**src/rtl/multicycle_cpu_if.sv**
```systemverilog
// Instruction-fetch bus between the core (master) and instruction memory (slave).
interface multicycle_cpu_if #(
   parameter int IMEM_ADDR_W = 32
);
   logic                   imem_req;
   logic [IMEM_ADDR_W-1:0] imem_addr;
   logic                   imem_valid;
   logic [31:0]            imem_rdata;

   modport master (output imem_req, imem_addr, input imem_valid, imem_rdata);
   modport slave  (input imem_req, imem_addr, output imem_valid, imem_rdata);
endinterface

```
**src/rtl/multicycle_cpu.sv**
```systemverilog
// Multicycle RV32I-subset core: FETCH -> DECODE -> EXECUTE -> WRITEBACK, HALT on
// illegal instruction. Define MC_CPU_BRANCH_EN to add conditional branches.
module multicycle_cpu #(
   parameter int          NUM_REGS    = 32,
   parameter logic [31:0] RESET_PC    = 32'h0000_0000,
   parameter int          IMEM_ADDR_W = 32
) (
   input  logic              clk,
   input  logic              reset,
   multicycle_cpu_if.master  imem,
   output logic [31:0]       pc_out,
   output logic              retire_valid,
   output logic [4:0]        retire_rd,
   output logic [31:0]       retire_data,
   output logic              halted
);
   localparam int          RI_W   = $clog2(NUM_REGS);
   localparam logic [5:0]  NREGS6 = 6'(NUM_REGS);
   localparam logic [6:0]  OP_R   = 7'b0110011;
   localparam logic [6:0]  OP_I   = 7'b0010011;
   localparam logic [6:0]  OP_LUI = 7'b0110111;
   localparam logic [6:0]  OP_BR  = 7'b1100011;

   typedef enum logic [2:0] {FETCH, DECODE, EXECUTE, WRITEBACK, HALT} state_t;

   state_t      state_q;
   logic [31:0] pc_q, ir_q, a_q, b_q, alu_q, npc_q;
   logic [31:0] rf_q [NUM_REGS];
   logic        retire_valid_q, halted_q;
   logic [4:0]  retire_rd_q;
   logic [31:0] retire_data_q;

   logic [6:0]  opcode, f7;
   logic [4:0]  rd, rs1, rs2;
   logic [2:0]  f3;
   assign opcode = ir_q[6:0];
   assign rd     = ir_q[11:7];
   assign f3     = ir_q[14:12];
   assign rs1    = ir_q[19:15];
   assign rs2    = ir_q[24:20];
   assign f7     = ir_q[31:25];

   logic        wr_rd;
   assign wr_rd = (opcode != OP_BR);

   // Decode: legality of the opcode/funct combination, register indices in range, operands
   logic        legal, use_rs1, use_rs2, idx_ok, illegal;
   logic [31:0] rs1_val, rs2_val, imm_i, imm_u, opa_d, opb_d;
   always_comb begin
      legal   = 1'b0;
      use_rs1 = 1'b0;
      use_rs2 = 1'b0;
      case (opcode)
         OP_R: begin
            use_rs1 = 1'b1;
            use_rs2 = 1'b1;
            legal   = (f7 == 7'b0000000) ||
                      (f7 == 7'b0100000 && (f3 == 3'b000 || f3 == 3'b101));
         end
         OP_I: begin
            use_rs1 = 1'b1;
            case (f3)
               3'b001:  legal = (f7 == 7'b0000000);
               3'b101:  legal = (f7 == 7'b0000000) || (f7 == 7'b0100000);
               default: legal = 1'b1;
            endcase
         end
         OP_LUI: legal = 1'b1;
`ifdef MC_CPU_BRANCH_EN
         OP_BR: begin
            use_rs1 = 1'b1;
            use_rs2 = 1'b1;
            legal   = (f3 != 3'b010) && (f3 != 3'b011);
         end
`endif
         default: legal = 1'b0;
      endcase
      idx_ok  = (!use_rs1 || ({1'b0, rs1} < NREGS6)) &&
                (!use_rs2 || ({1'b0, rs2} < NREGS6)) &&
                (!wr_rd   || ({1'b0, rd}  < NREGS6));
      illegal = !(legal && idx_ok);
      rs1_val = (rs1 == 5'd0) ? 32'd0 : rf_q[rs1[RI_W-1:0]];
      rs2_val = (rs2 == 5'd0) ? 32'd0 : rf_q[rs2[RI_W-1:0]];
      imm_i   = {{20{ir_q[31]}}, ir_q[31:20]};
      imm_u   = {ir_q[31:12], 12'd0};
      // LUI is executed as 0 + imm_u through the adder
      opa_d   = (opcode == OP_LUI) ? 32'd0 : rs1_val;
      opb_d   = (opcode == OP_LUI) ? imm_u :
                (opcode == OP_I)   ? imm_i : rs2_val;
   end

   // Execute: ALU result and next PC
   logic [2:0]  op3;
   logic        alt;
   logic [4:0]  shamt;
   logic [31:0] alu_res, exec_res, npc;
   always_comb begin
      op3   = (opcode == OP_LUI) ? 3'b000 : f3;
      // funct7[5] selects SUB/SRA; for immediates only the shift-right encoding carries it
      alt   = (opcode == OP_R) ? f7[5] : ((opcode == OP_I) && (f3 == 3'b101) && f7[5]);
      shamt = b_q[4:0];
      case (op3)
         3'b000:  alu_res = alt ? (a_q - b_q) : (a_q + b_q);
         3'b001:  alu_res = a_q << shamt;
         3'b010:  alu_res = {31'd0, $signed(a_q) < $signed(b_q)};
         3'b011:  alu_res = {31'd0, a_q < b_q};
         3'b100:  alu_res = a_q ^ b_q;
         3'b101:  alu_res = alt ? 32'($signed(a_q) >>> shamt) : (a_q >> shamt);
         3'b110:  alu_res = a_q | b_q;
         default: alu_res = a_q & b_q;
      endcase
      exec_res = alu_res;
      npc      = pc_q + 32'd4;
`ifdef MC_CPU_BRANCH_EN
      if (opcode == OP_BR) begin
         exec_res = pc_q + {{20{ir_q[31]}}, ir_q[7], ir_q[30:25], ir_q[11:8], 1'b0};
         case (f3)
            3'b000:  if (a_q == b_q) npc = exec_res;
            3'b001:  if (a_q != b_q) npc = exec_res;
            3'b100:  if ($signed(a_q) <  $signed(b_q)) npc = exec_res;
            3'b101:  if ($signed(a_q) >= $signed(b_q)) npc = exec_res;
            3'b110:  if (a_q <  b_q) npc = exec_res;
            3'b111:  if (a_q >= b_q) npc = exec_res;
            default: npc = pc_q + 32'd4;
         endcase
      end
`endif
   end

   // Main FSM with datapath registers, register file and registered retire outputs
   always_ff @(posedge clk) begin
      if (reset) begin
         state_q        <= FETCH;
         pc_q           <= RESET_PC;
         ir_q           <= '0;
         a_q            <= '0;
         b_q            <= '0;
         alu_q          <= '0;
         npc_q          <= '0;
         retire_valid_q <= 1'b0;
         retire_rd_q    <= '0;
         retire_data_q  <= '0;
         halted_q       <= 1'b0;
         for (int i = 0; i < NUM_REGS; i++) rf_q[i] <= '0;
      end else begin
         retire_valid_q <= 1'b0;
         case (state_q)
            FETCH: if (imem.imem_valid) begin
               ir_q    <= imem.imem_rdata;
               state_q <= DECODE;
            end
            DECODE: if (illegal) begin
               halted_q <= 1'b1;
               state_q  <= HALT;
            end else begin
               a_q     <= opa_d;
               b_q     <= opb_d;
               state_q <= EXECUTE;
            end
            EXECUTE: begin
               alu_q          <= exec_res;
               npc_q          <= npc;
               retire_valid_q <= 1'b1;
               retire_rd_q    <= wr_rd ? rd : 5'd0;
               retire_data_q  <= exec_res;
               state_q        <= WRITEBACK;
            end
            WRITEBACK: begin
               if (wr_rd && rd != 5'd0) rf_q[rd[RI_W-1:0]] <= alu_q;
               pc_q    <= npc_q;
               state_q <= FETCH;
            end
            HALT:    state_q <= HALT;
            default: state_q <= FETCH;
         endcase
      end
   end

   assign imem.imem_req  = (state_q == FETCH) && !reset;
   assign imem.imem_addr = pc_q[IMEM_ADDR_W-1:0];
   assign pc_out         = pc_q;
   assign retire_valid   = retire_valid_q;
   assign retire_rd      = retire_rd_q;
   assign retire_data    = retire_data_q;
   assign halted         = halted_q;
endmodule
```
**src/flat_wrapper.sv**
```systemverilog
// flat-port wrapper written by rule: the top's interface ports become plain ports
module multicycle_cpu_flat 
#(
   parameter int          NUM_REGS    = 32,
   parameter logic [31:0] RESET_PC    = 32'h0000_0000,
   parameter int          IMEM_ADDR_W = 32
)
  (clk, reset, pc_out, retire_valid, retire_rd, retire_data, halted, imem_imem_req, imem_imem_addr, imem_imem_valid, imem_imem_rdata);
  multicycle_cpu_if #(.IMEM_ADDR_W(IMEM_ADDR_W)) imem_i ();
  input  logic clk;
  input  logic reset;
  output logic [31:0] pc_out;
  output logic retire_valid;
  output logic [4:0] retire_rd;
  output logic [31:0] retire_data;
  output logic halted;
  output wire logic [$bits(imem_i.imem_req)-1:0] imem_imem_req;
  output wire logic [$bits(imem_i.imem_addr)-1:0] imem_imem_addr;
  input wire logic [$bits(imem_i.imem_valid)-1:0] imem_imem_valid;
  input wire logic [$bits(imem_i.imem_rdata)-1:0] imem_imem_rdata;
  assign imem_imem_req = imem_i.imem_req;
  assign imem_imem_addr = imem_i.imem_addr;
  assign imem_i.imem_valid = imem_imem_valid;
  assign imem_i.imem_rdata = imem_imem_rdata;
  multicycle_cpu #(.NUM_REGS(NUM_REGS), .RESET_PC(RESET_PC), .IMEM_ADDR_W(IMEM_ADDR_W)) u_core (.clk(clk), .reset(reset), .imem(imem_i), .pc_out(pc_out), .retire_valid(retire_valid), .retire_rd(retire_rd), .retire_data(retire_data), .halted(halted));
endmodule
```
**config.mk**
```make
export PLATFORM = sky130hd
export DESIGN_NAME = multicycle_cpu_flat
export DESIGN_NICKNAME = d
export VERILOG_FILES = /design/src/rtl/multicycle_cpu_if.sv /design/src/rtl/multicycle_cpu.sv /design/src/flat_wrapper.sv
export SDC_FILE = /design/constraint.sdc
export NUM_CORES = 2
export LEC_CHECK = 0
export ABC_AREA = 0
export BUFFER_PORTS_ARGS = -buffer_cell sky130_fd_sc_hd__buf_4
export CAP_MARGIN = 15
export CORE_MARGIN = 2
export CORE_UTILIZATION = 60
export DETAILED_ROUTE_END_ITERATION = 6
export PLACE_DENSITY = 0.76
export SLEW_MARGIN = 20
export SYNTH_ARGS = -nofsm -noshare
export SYNTH_HDL_FRONTEND = slang
export SYNTH_SLANG_ARGS = --single-unit
export TNS_END_PERCENT = 20
```
**constraint.sdc**
```tcl
create_clock -name clk -period 6 [get_ports clk]
set_input_delay 0.3 -clock clk [delete_from_list [all_inputs] [get_ports clk]]
set_output_delay 0.3 -clock clk [all_outputs]
set_load 0.02 [all_outputs]
```
# Word level (Yosys, flattened, before mapping)
# Memory sizes are Yosys's and may differ from the RTL's. A register that Yosys moved wholly into a read port is not among the register bits.
# Cells that the tools add are included.
# W data, S select, Z words.
totals:
  ram_bits: 1024
  ff_bits: 202
  n_memories: 1
mem_list:
  columns: ["memory", "words", "word_bits", "rd", "rd_clocked_by_memory_dff", "write_ports", "line_no", "rtl"]
  rows:
  - ["u_core.rf_q", 32, 32, 2, 2, 32, "multicycle_cpu.sv:28", "logic [31:0] rf_q [NUM_REGS];"]
op_classes:
  magnitude_cmp: 2
  bitwise: 4
  n_mux: 30
  reduce_logical: 20
  eq_ne: 18
  shift: 3
  n_addsub: 3
op_table:
  columns: ["cell", "count"]
  rows:
  - ["$mux W32", 8]
  - ["$pmux W32 S7", 1]
  - ["$lt A32 B32 Y1", 2]
  - ["$add A32 B3 Y32 const B", 1]
  - ["$add A32 B32 Y32", 1]
  - ["$and A32 B32 Y32", 1]
  - ["$or A32 B32 Y32", 1]
  - ["$reduce_or A32 Y1", 1]
  - ["$shl A32 B5 Y32", 1]
  - ["$shr A32 B5 Y32", 1]
  - ["$sshr A32 B5 Y32", 1]
  - ["$sub A32 B32 Y32", 1]
  - ["$xor A32 B32 Y32", 1]
  - ["$mux W5", 6]
  - ["$eq A7 B6 Y1 const B", 3]
  - ["$eq A3 B3 Y1 const B", 5]
  - ["$eq A3 B2 Y1 const B", 4]
  - ["$pmux W3 S4", 1]
  - ["$logic_not A5 Y1", 2]
  - ["$eq A3 B1 Y1 const B", 3]
  - ["$logic_not A3 Y1", 3]
  - ["$mux W1", 9]
  - ["$mux W3", 3]
  - ["$eq A7 B5 Y1 const B", 1]
  - ["11 further kinds", 19]

# Depth between registers and ports, before layout
logic_depth:
  word_depth: 8
  ltp_mapped: 16

# Least setup slack after synthesis
# Ideal clock, no wire load.
synth_timing:
  path_type: "reg-to-reg"
  start: "register u_core.b_q[2]"
  end: "register u_core.retire_data_q[26], in the netlist u_core.retire_data[26]"
  synth_period_minus_slack_ps: 4139
  t_arrival_ps: 3996
  setup_slack_ps: 1861
  path_stages_with_launch: 17
  setup_ps: 143
  t_required_ps: 5857
  path_cell_list: "dfxtp_1 -> clkbuf_1 -> inv_1 -> clkbuf_1 -> clkbuf_1 -> ha_1 -> clkbuf_1 -> o21ba_1 -> or4_1 -> a2111oi_2 -> a211oi_1 -> nor3_1 -> a21oi_1 -> or4_1 -> a31oi_1 -> or3_1 -> a41oi_2"
synth_via:
  elab_chain_cells: 3
synth_rtl:
  columns: ["item", "line_no", "rtl"]
  rows:
  - ["from (decl)", "multicycle_cpu.sv:27", "logic [31:0] pc_q, ir_q, a_q, b_q, alu_q, npc_q;"]
  - ["from (signal assigned)", "multicycle_cpu.sv:157", "b_q <= opb_d;"]
  - ["$add A32 B32 Y32 (tied with other cells)", "multicycle_cpu.sv:103", "3'b000: alu_res = alt ? (a_q - b_q) : (a_q + b_q);"]
  - ["$mux W32 (on tied branches)", "multicycle_cpu.sv:103, multicycle_cpu.sv:108", null]
  - ["$pmux W32 S7 (*)", "multicycle_cpu.sv:102", "case (op3)"]
  - ["to (signal assigned)", "multicycle_cpu.sv:165", "retire_data_q <= exec_res;"]
  - ["to (decl)", "multicycle_cpu.sv:31", "logic [31:0] retire_data_q;"]
# Mark *: on every way between the ends. The rest lies on a longest branch, timed or not.
# A chain may end at the register's enable or synchronous reset.

# Worst setup path after layout
# Ends and elaborated chain as after synthesis.

==> impl_results.html <==
<table>
<tr><th>Metric</th><th>Value</th></tr>
<tr><th colspan="2">STA</th></tr>
<tr><td>Sum of negative setup slack</td><td>0 ps</td></tr>
<tr><td>Max_slew headroom</td><td>13.3%</td></tr>
<tr><td>Post-layout worst setup margin</td><td>between 1000 and 1500 ps</td></tr>
<tr><td>Worst slack on hold paths</td><td>34.9 ps</td></tr>
<tr><td>Share of the cycle needed by the critical path after routing</td><td>approximately 79%</td></tr>
<tr><td>Setup violators final</td><td>0</td></tr>
<tr><td>Setup repair after global routing missed its margin</td><td>false</td></tr>
<tr><td>Slew at the pin closest to its max-slew limit</td><td>1280 ps</td></tr>
<tr><td>Max-slew violation count</td><td>0</td></tr>
<tr><td>Time the final worst path needs with I/O delays and setup</td><td>4710 ps</td></tr>
<tr><td>Clock skew after layout</td><td>~55 ps</td></tr>
<tr><td>Hold Fails Final Rpt</td><td>0</td></tr>
<tr><td>Highest attainable clock frequency</td><td>about 210 MHz</td></tr>
<tr><th colspan="2">Clocking</th></tr>
<tr><td>H-Tree Depth</td><td>4</td></tr>
<tr><td>Source-to-sink clock delay at the later pin of the worst-skew pair</td><td>slightly below 800 ps</td></tr>
<tr><td>TritonCTS clock tree</td><td>yes</td></tr>
<tr><td>Clock-pin slew reported for the worst setup and hold paths after clock tree synthesis</td><td>60 ps</td></tr>
<tr><td>Max Buffers Root-to-Sink</td><td>3</td></tr>
<tr><td>TritonCTS buffer count</td><td>134</td></tr>
<tr><td>Sinks on Clock Net</td><td>approximately 1200</td></tr>
<tr><td>Clock root buffer</td><td>sky130_fd_sc_hd__clkbuf_16</td></tr>
<tr><td>Number of gates given a new drive strength after cts</td><td>0</td></tr>
<tr><th colspan="2">Logic synthesis</th></tr>
<tr><td>Synthesized area per cell</td><td>12.9 um2</td></tr>
<tr><td>Sequential area share after synthesis</td><td>49.5%</td></tr>
<tr><td>Async set-or-reset flop fraction in the synthesized netlist</td><td>0%</td></tr>
<tr><td>Complex-gate fraction of the synthesized area</td><td>approximately 6.5%</td></tr>
<tr><td>Post-Syn Area</td><td>between 70000 and 80000 um2</td></tr>
<tr><td>Multiplexer share of the synthesized area</td><td>between 20% and 30%</td></tr>
<tr><td>Syn Inst Count</td><td>5460</td></tr>
<tr><td>Number of warnings issued by yosys</td><td>0</td></tr>
<tr><td>Main combinational cell family by area after synthesis</td><td>multiplexers</td></tr>
<tr><td>Synth cell types</td><td>83</td></tr>
<tr><td>Top_reg_cell synth</td><td>sky130_fd_sc_hd__edfxtp_1</td></tr>
<tr><td>Post-synthesis register bit count</td><td>approximately 1200</td></tr>
<tr><td>Synth Area in Simple Gates</td><td>14.0%</td></tr>
<tr><td>Xor and xnor area share after synthesis</td><td>0.657%</td></tr>
<tr><td>Post-synthesis share of cell area spent on full adders, half adders and majority gates</td><td>under 10%</td></tr>
<tr><td>Number of enable-type register cells in the synthesized netlist</td><td>1024</td></tr>
<tr><th colspan="2">Layout</th></tr>
<tr><td>Core occupancy in the finished layout</td><td>66.7%</td></tr>
<tr><td>Fillers</td><td>8108</td></tr>
<tr><td>Most common library cell in the layout ignoring fill and taps</td><td>sky130_fd_sc_hd__edfxtp_1</td></tr>
<tr><td>Number of nets in the finished design</td><td>between 5000 and 6000</td></tr>
<tr><td>Share of layout cells above drive strength 1</td><td>about 25%</td></tr>
<tr><td>Post-route standard cell area excluding fillers</td><td>between 70000 and 80000 um2</td></tr>
<tr><td>Layout Cells excl Fill</td><td>between 7000 and 8000</td></tr>
<tr><td>Total area of multi-input combinational cells</td><td>approximately 33000 um2</td></tr>
<tr><td>FF+latch area</td><td>approximately 35000 um2</td></tr>
<tr><td>Area growth from synthesis to layout</td><td>9.92%</td></tr>
<tr><td>Most frequent cells in the layout</td><td>sky130_fd_sc_hd__edfxtp_1 (1024), sky130_fd_sc_hd__and2_1 (904), sky130_fd_sc_hd__mux4_2 (682)</td></tr>
<tr><th colspan="2">Drt</th></tr>
<tr><td>Detailed Route Iter0 Violations</td><td>around 8500</td></tr>
<tr><td>Total number of vias</td><td>about 51000</td></tr>
<tr><td>DR pass1 iterations</td><td>7</td></tr>
<tr><td>Number of design rule violations left after detail routing</td><td>1</td></tr>
<tr><td>Number of vias per cell after detailed routing</td><td>between 7 and 8</td></tr>
<tr><td>Routed WL</td><td>roughly 250 mm</td></tr>
<tr><td>Number of routed nets with antenna violations</td><td>0</td></tr>
<tr><td>Post-DR wirelength/cell</td><td>approximately 35 um</td></tr>
<tr><th colspan="2">Critical path</th></tr>
<tr><td>Delay-heaviest family, CP</td><td>compound AO/OA/AOI/OAI gates</td></tr>
<tr><td>Crit start category</td><td>flip-flop</td></tr>
<tr><td>Kind of capture point of the worst setup path</td><td>flip-flop</td></tr>
<tr><td>Critical path class</td><td>flip-flop to flip-flop</td></tr>
<tr><td>Worst-path maximum fanout</td><td>33</td></tr>
<tr><td>Critical path data arrival time</td><td>5380 ps</td></tr>
<tr><td>Crit-path max cell delay</td><td>780 ps</td></tr>
<tr><td>Worst endpoint required time</td><td>6670 ps</td></tr>
<tr><td>Cells along the critical path</td><td>inv_1, buf_4, ha_1, nor2b_1, o211ai_1, a211oi_1, o31ai_1, o41ai_1, nand2_1, a21oi_1, a31oi_1, or3_1, a41oi_2</td></tr>
<tr><td>WP buf/inv</td><td>2</td></tr>
<tr><td>Worst-path cell with the longest stage delay</td><td>sky130_fd_sc_hd__a211oi_1</td></tr>
<tr><th colspan="2">Die</th></tr>
<tr><td>Total core area</td><td>roughly 120000 um2</td></tr>
<tr><td>Starting Density</td><td>between 60% and 70%</td></tr>
<tr><td>IO Count</td><td>139</td></tr>
<tr><td>Die height</td><td>between 300 and 400 um</td></tr>
<tr><td>Die outline area</td><td>between 100000 and 150000 um2</td></tr>
<tr><td>Die X-Extent</td><td>347 um</td></tr>
<tr><td>Standard-cell rows</td><td>around 130</td></tr>
<tr><th colspan="2">Placement</th></tr>
<tr><td>Detailed placer's ending HPWL</td><td>between 150 and 200 mm</td></tr>
<tr><td>Port Buf Inserts</td><td>around 140</td></tr>
<tr><td>Inst Count DP</td><td>approximately 6700</td></tr>
<tr><td>Post-placement worst setup slack</td><td>around 1600 ps</td></tr>
<tr><td>Routability-driven placement congestion ratio</td><td>around 1.0</td></tr>
<tr><td>Area after DPL</td><td>around 73000 um2</td></tr>
<tr><th colspan="2">GRT</th></tr>
<tr><td>Met2 track demand over resource in global routing</td><td>62.8%</td></tr>
<tr><td>Total global routing track utilization</td><td>roughly two fifths</td></tr>
<tr><td>GR Overflow Total</td><td>0</td></tr>
<tr><td>Maximum number of pins on one net before global-route repair</td><td>126</td></tr>
<tr><td>M1 GR Usage</td><td>a little over half</td></tr>
<tr><td>Most heavily used metal layer in global routing</td><td>met2</td></tr>
<tr><td>First-pass GRT wire length</td><td>approximately 350 mm</td></tr>
<tr><td>Antenna violations before repair</td><td>15</td></tr>
<tr><td>Vias in the first global route</td><td>between 40000 and 50000</td></tr>
<tr><td>GR Util met3</td><td>between 10% and 20%</td></tr>
<tr><th colspan="2">Worst hold path</th></tr>
<tr><td>Type of the worst min-delay path</td><td>input pin to flip-flop</td></tr>
<tr><th colspan="2">Run</th></tr>
<tr><td>Reported max-cap violation count</td><td>0</td></tr>
<tr><th colspan="2">Pwr</th></tr>
<tr><td>Leakage power of the design</td><td>between 20 and 30 nW</td></tr>
<tr><td>Total power</td><td>roughly 20 mW</td></tr>
<tr><td>Power density of the placed cells</td><td>257 nW/um2</td></tr>
<tr><td>Max IR drop VDD</td><td>between 0.0002 and 0.0003 V</td></tr>
<tr><th colspan="2">Run status</th></tr>
<tr><td>Status</td><td>finished, violations left</td></tr>
<tr><td>Violations in the final reports</td><td>design-rule violations</td></tr>
</table>
[repair_timing]
action	4_1_cts	5_1_grt
endpoints found under the hold margin	43	0
setup buffers	0	0
hold buffers	33	0
[sequential cells by signal (all words and copies together) (netlist names), named ones only]
register and cells:
u_core.a_q 32, u_core.b_q 32, u_core.halted 1, u_core.imem.imem_addr 32, u_core.ir_q 32, u_core.npc_q 32
u_core.retire_data 32, u_core.retire_rd 5, u_core.retire_valid 1, u_core.rf_q 1024, u_core.state_q 3
[cell type report]
| cell class | instances | area share (%) |
|---|---|---|
| clock buffer | 169 | 4.58 |
| inverter | 104 | 0.502 |
| antenna | 5 | 0.0161 |
| sequential | 1236 | 45.1 |
| clock inverter | 70 | 0.894 |
| multi-input combinational | 3556 | 42.8 |
| timing repair buffer | 341 | 3.64 |
| tap | 1524 | 2.45 |
[worst paths after layout]
| path | startpoint | end | slack (ps) | cells after the start |
|---|---|---|---|---|
| max reg2reg | u_core.b_q[2]$_SDFFE_PP0P_ | u_core.retire_data[26]$_SDFFE_PP0P_ | 1290 | 13 |
| max | u_core.b_q[2]$_SDFFE_PP0P_ | u_core.retire_data[26]$_SDFFE_PP0P_ | 1290 | 13 |
| min reg2reg | u_core.npc_q[3]$_SDFFE_PP0P_ | u_core.imem.imem_addr[3]$_SDFFE_PP0N_ | 440 | 2 |
| min | reset | u_core.ir_q[6]$_SDFFE_PP0P_ | 30 | 2 |
[power by group]
| group | internal (mW) | switching, mW | total (mW) |
|---|---|---|---|
| clock | 4.48 | 3.64 | 8.13 |
| combinational | 0.911 | 1.15 | 2.06 |
| sequential | 9.54 | 0.242 | 9.78 |
[Yosys cell counts, types with 14 or more instances]
| master | number | share of area, % |
|---|---|---|
| sky130_fd_sc_hd__o21ai_0 | 138 | 0.98 |
| sky130_fd_sc_hd__inv_1 | 102 | 0.54 |
| sky130_fd_sc_hd__dfxtp_1 | 212 | 6.0 |
| sky130_fd_sc_hd__xor2_1 | 23 | 0.28 |
| sky130_fd_sc_hd__o21bai_1 | 15 | 0.16 |
| sky130_fd_sc_hd__or3_1 | 32 | 0.28 |
| sky130_fd_sc_hd__a21oi_1 | 259 | 1.8 |
| sky130_fd_sc_hd__or2_2 | 36 | 0.32 |
| sky130_fd_sc_hd__nand2_1 | 274 | 1.5 |
| sky130_fd_sc_hd__o22ai_1 | 14 | 0.12 |
| sky130_fd_sc_hd__mux4_2 | 682 | 22 |
| sky130_fd_sc_hd__mux2i_1 | 65 | 0.92 |
| sky130_fd_sc_hd__and3_1 | 15 | 0.13 |
| sky130_fd_sc_hd__buf_2 | 14 | 0.099 |
| sky130_fd_sc_hd__nand4_1 | 15 | 0.13 |
| sky130_fd_sc_hd__edfxtp_1 | 1024 | 44 |
| sky130_fd_sc_hd__buf_1 | 73 | 0.39 |
| sky130_fd_sc_hd__xnor2_1 | 30 | 0.37 |
| sky130_fd_sc_hd__nand3_1 | 38 | 0.27 |
| sky130_fd_sc_hd__nor4_1 | 23 | 0.20 |
| sky130_fd_sc_hd__a211oi_1 | 75 | 0.80 |
| sky130_fd_sc_hd__o31ai_1 | 18 | 0.19 |
| sky130_fd_sc_hd__a221oi_1 | 14 | 0.17 |
| sky130_fd_sc_hd__clkbuf_1 | 473 | 2.5 |
| sky130_fd_sc_hd__nor2_1 | 298 | 1.6 |
| sky130_fd_sc_hd__and2_1 | 905 | 8.0 |
| sky130_fd_sc_hd__nor3_1 | 152 | 1.1 |
| sky130_fd_sc_hd__mux2_2 | 58 | 0.92 |
| sky130_fd_sc_hd__o211ai_1 | 21 | 0.22 |
| sky130_fd_sc_hd__buf_4 | 34 | 0.36 |
| sky130_fd_sc_hd__ha_1 | 98 | 1.7 |
| sky130_fd_sc_hd__a22oi_1 | 47 | 0.50 |
[per-layer routing]
metal | vias to the layer above | routed length, um
li1 | 20453 | -
met1 | 25590 | 83700
met2 | 4096 | 114000
met3 | 883 | 32900
met4 | 10 | 17800
met5 | - | 67
[logic make-up (layout without fill, tap and decap cells)]
family / after synthesis / count (layout)
and+or+nand+nor: 1840 / 1840
muxes: 805 / 805
adders and majority gates: 100 / 100
xor gates and xnor gates: 53 / 53
other: 1 / 37
DFF: 1236 / 1236
buffers and inverters: 699 / 684
AOI/OAI and AO/OA: 726 / 726
No activity file was read; power rests on OpenSTA's default activity.
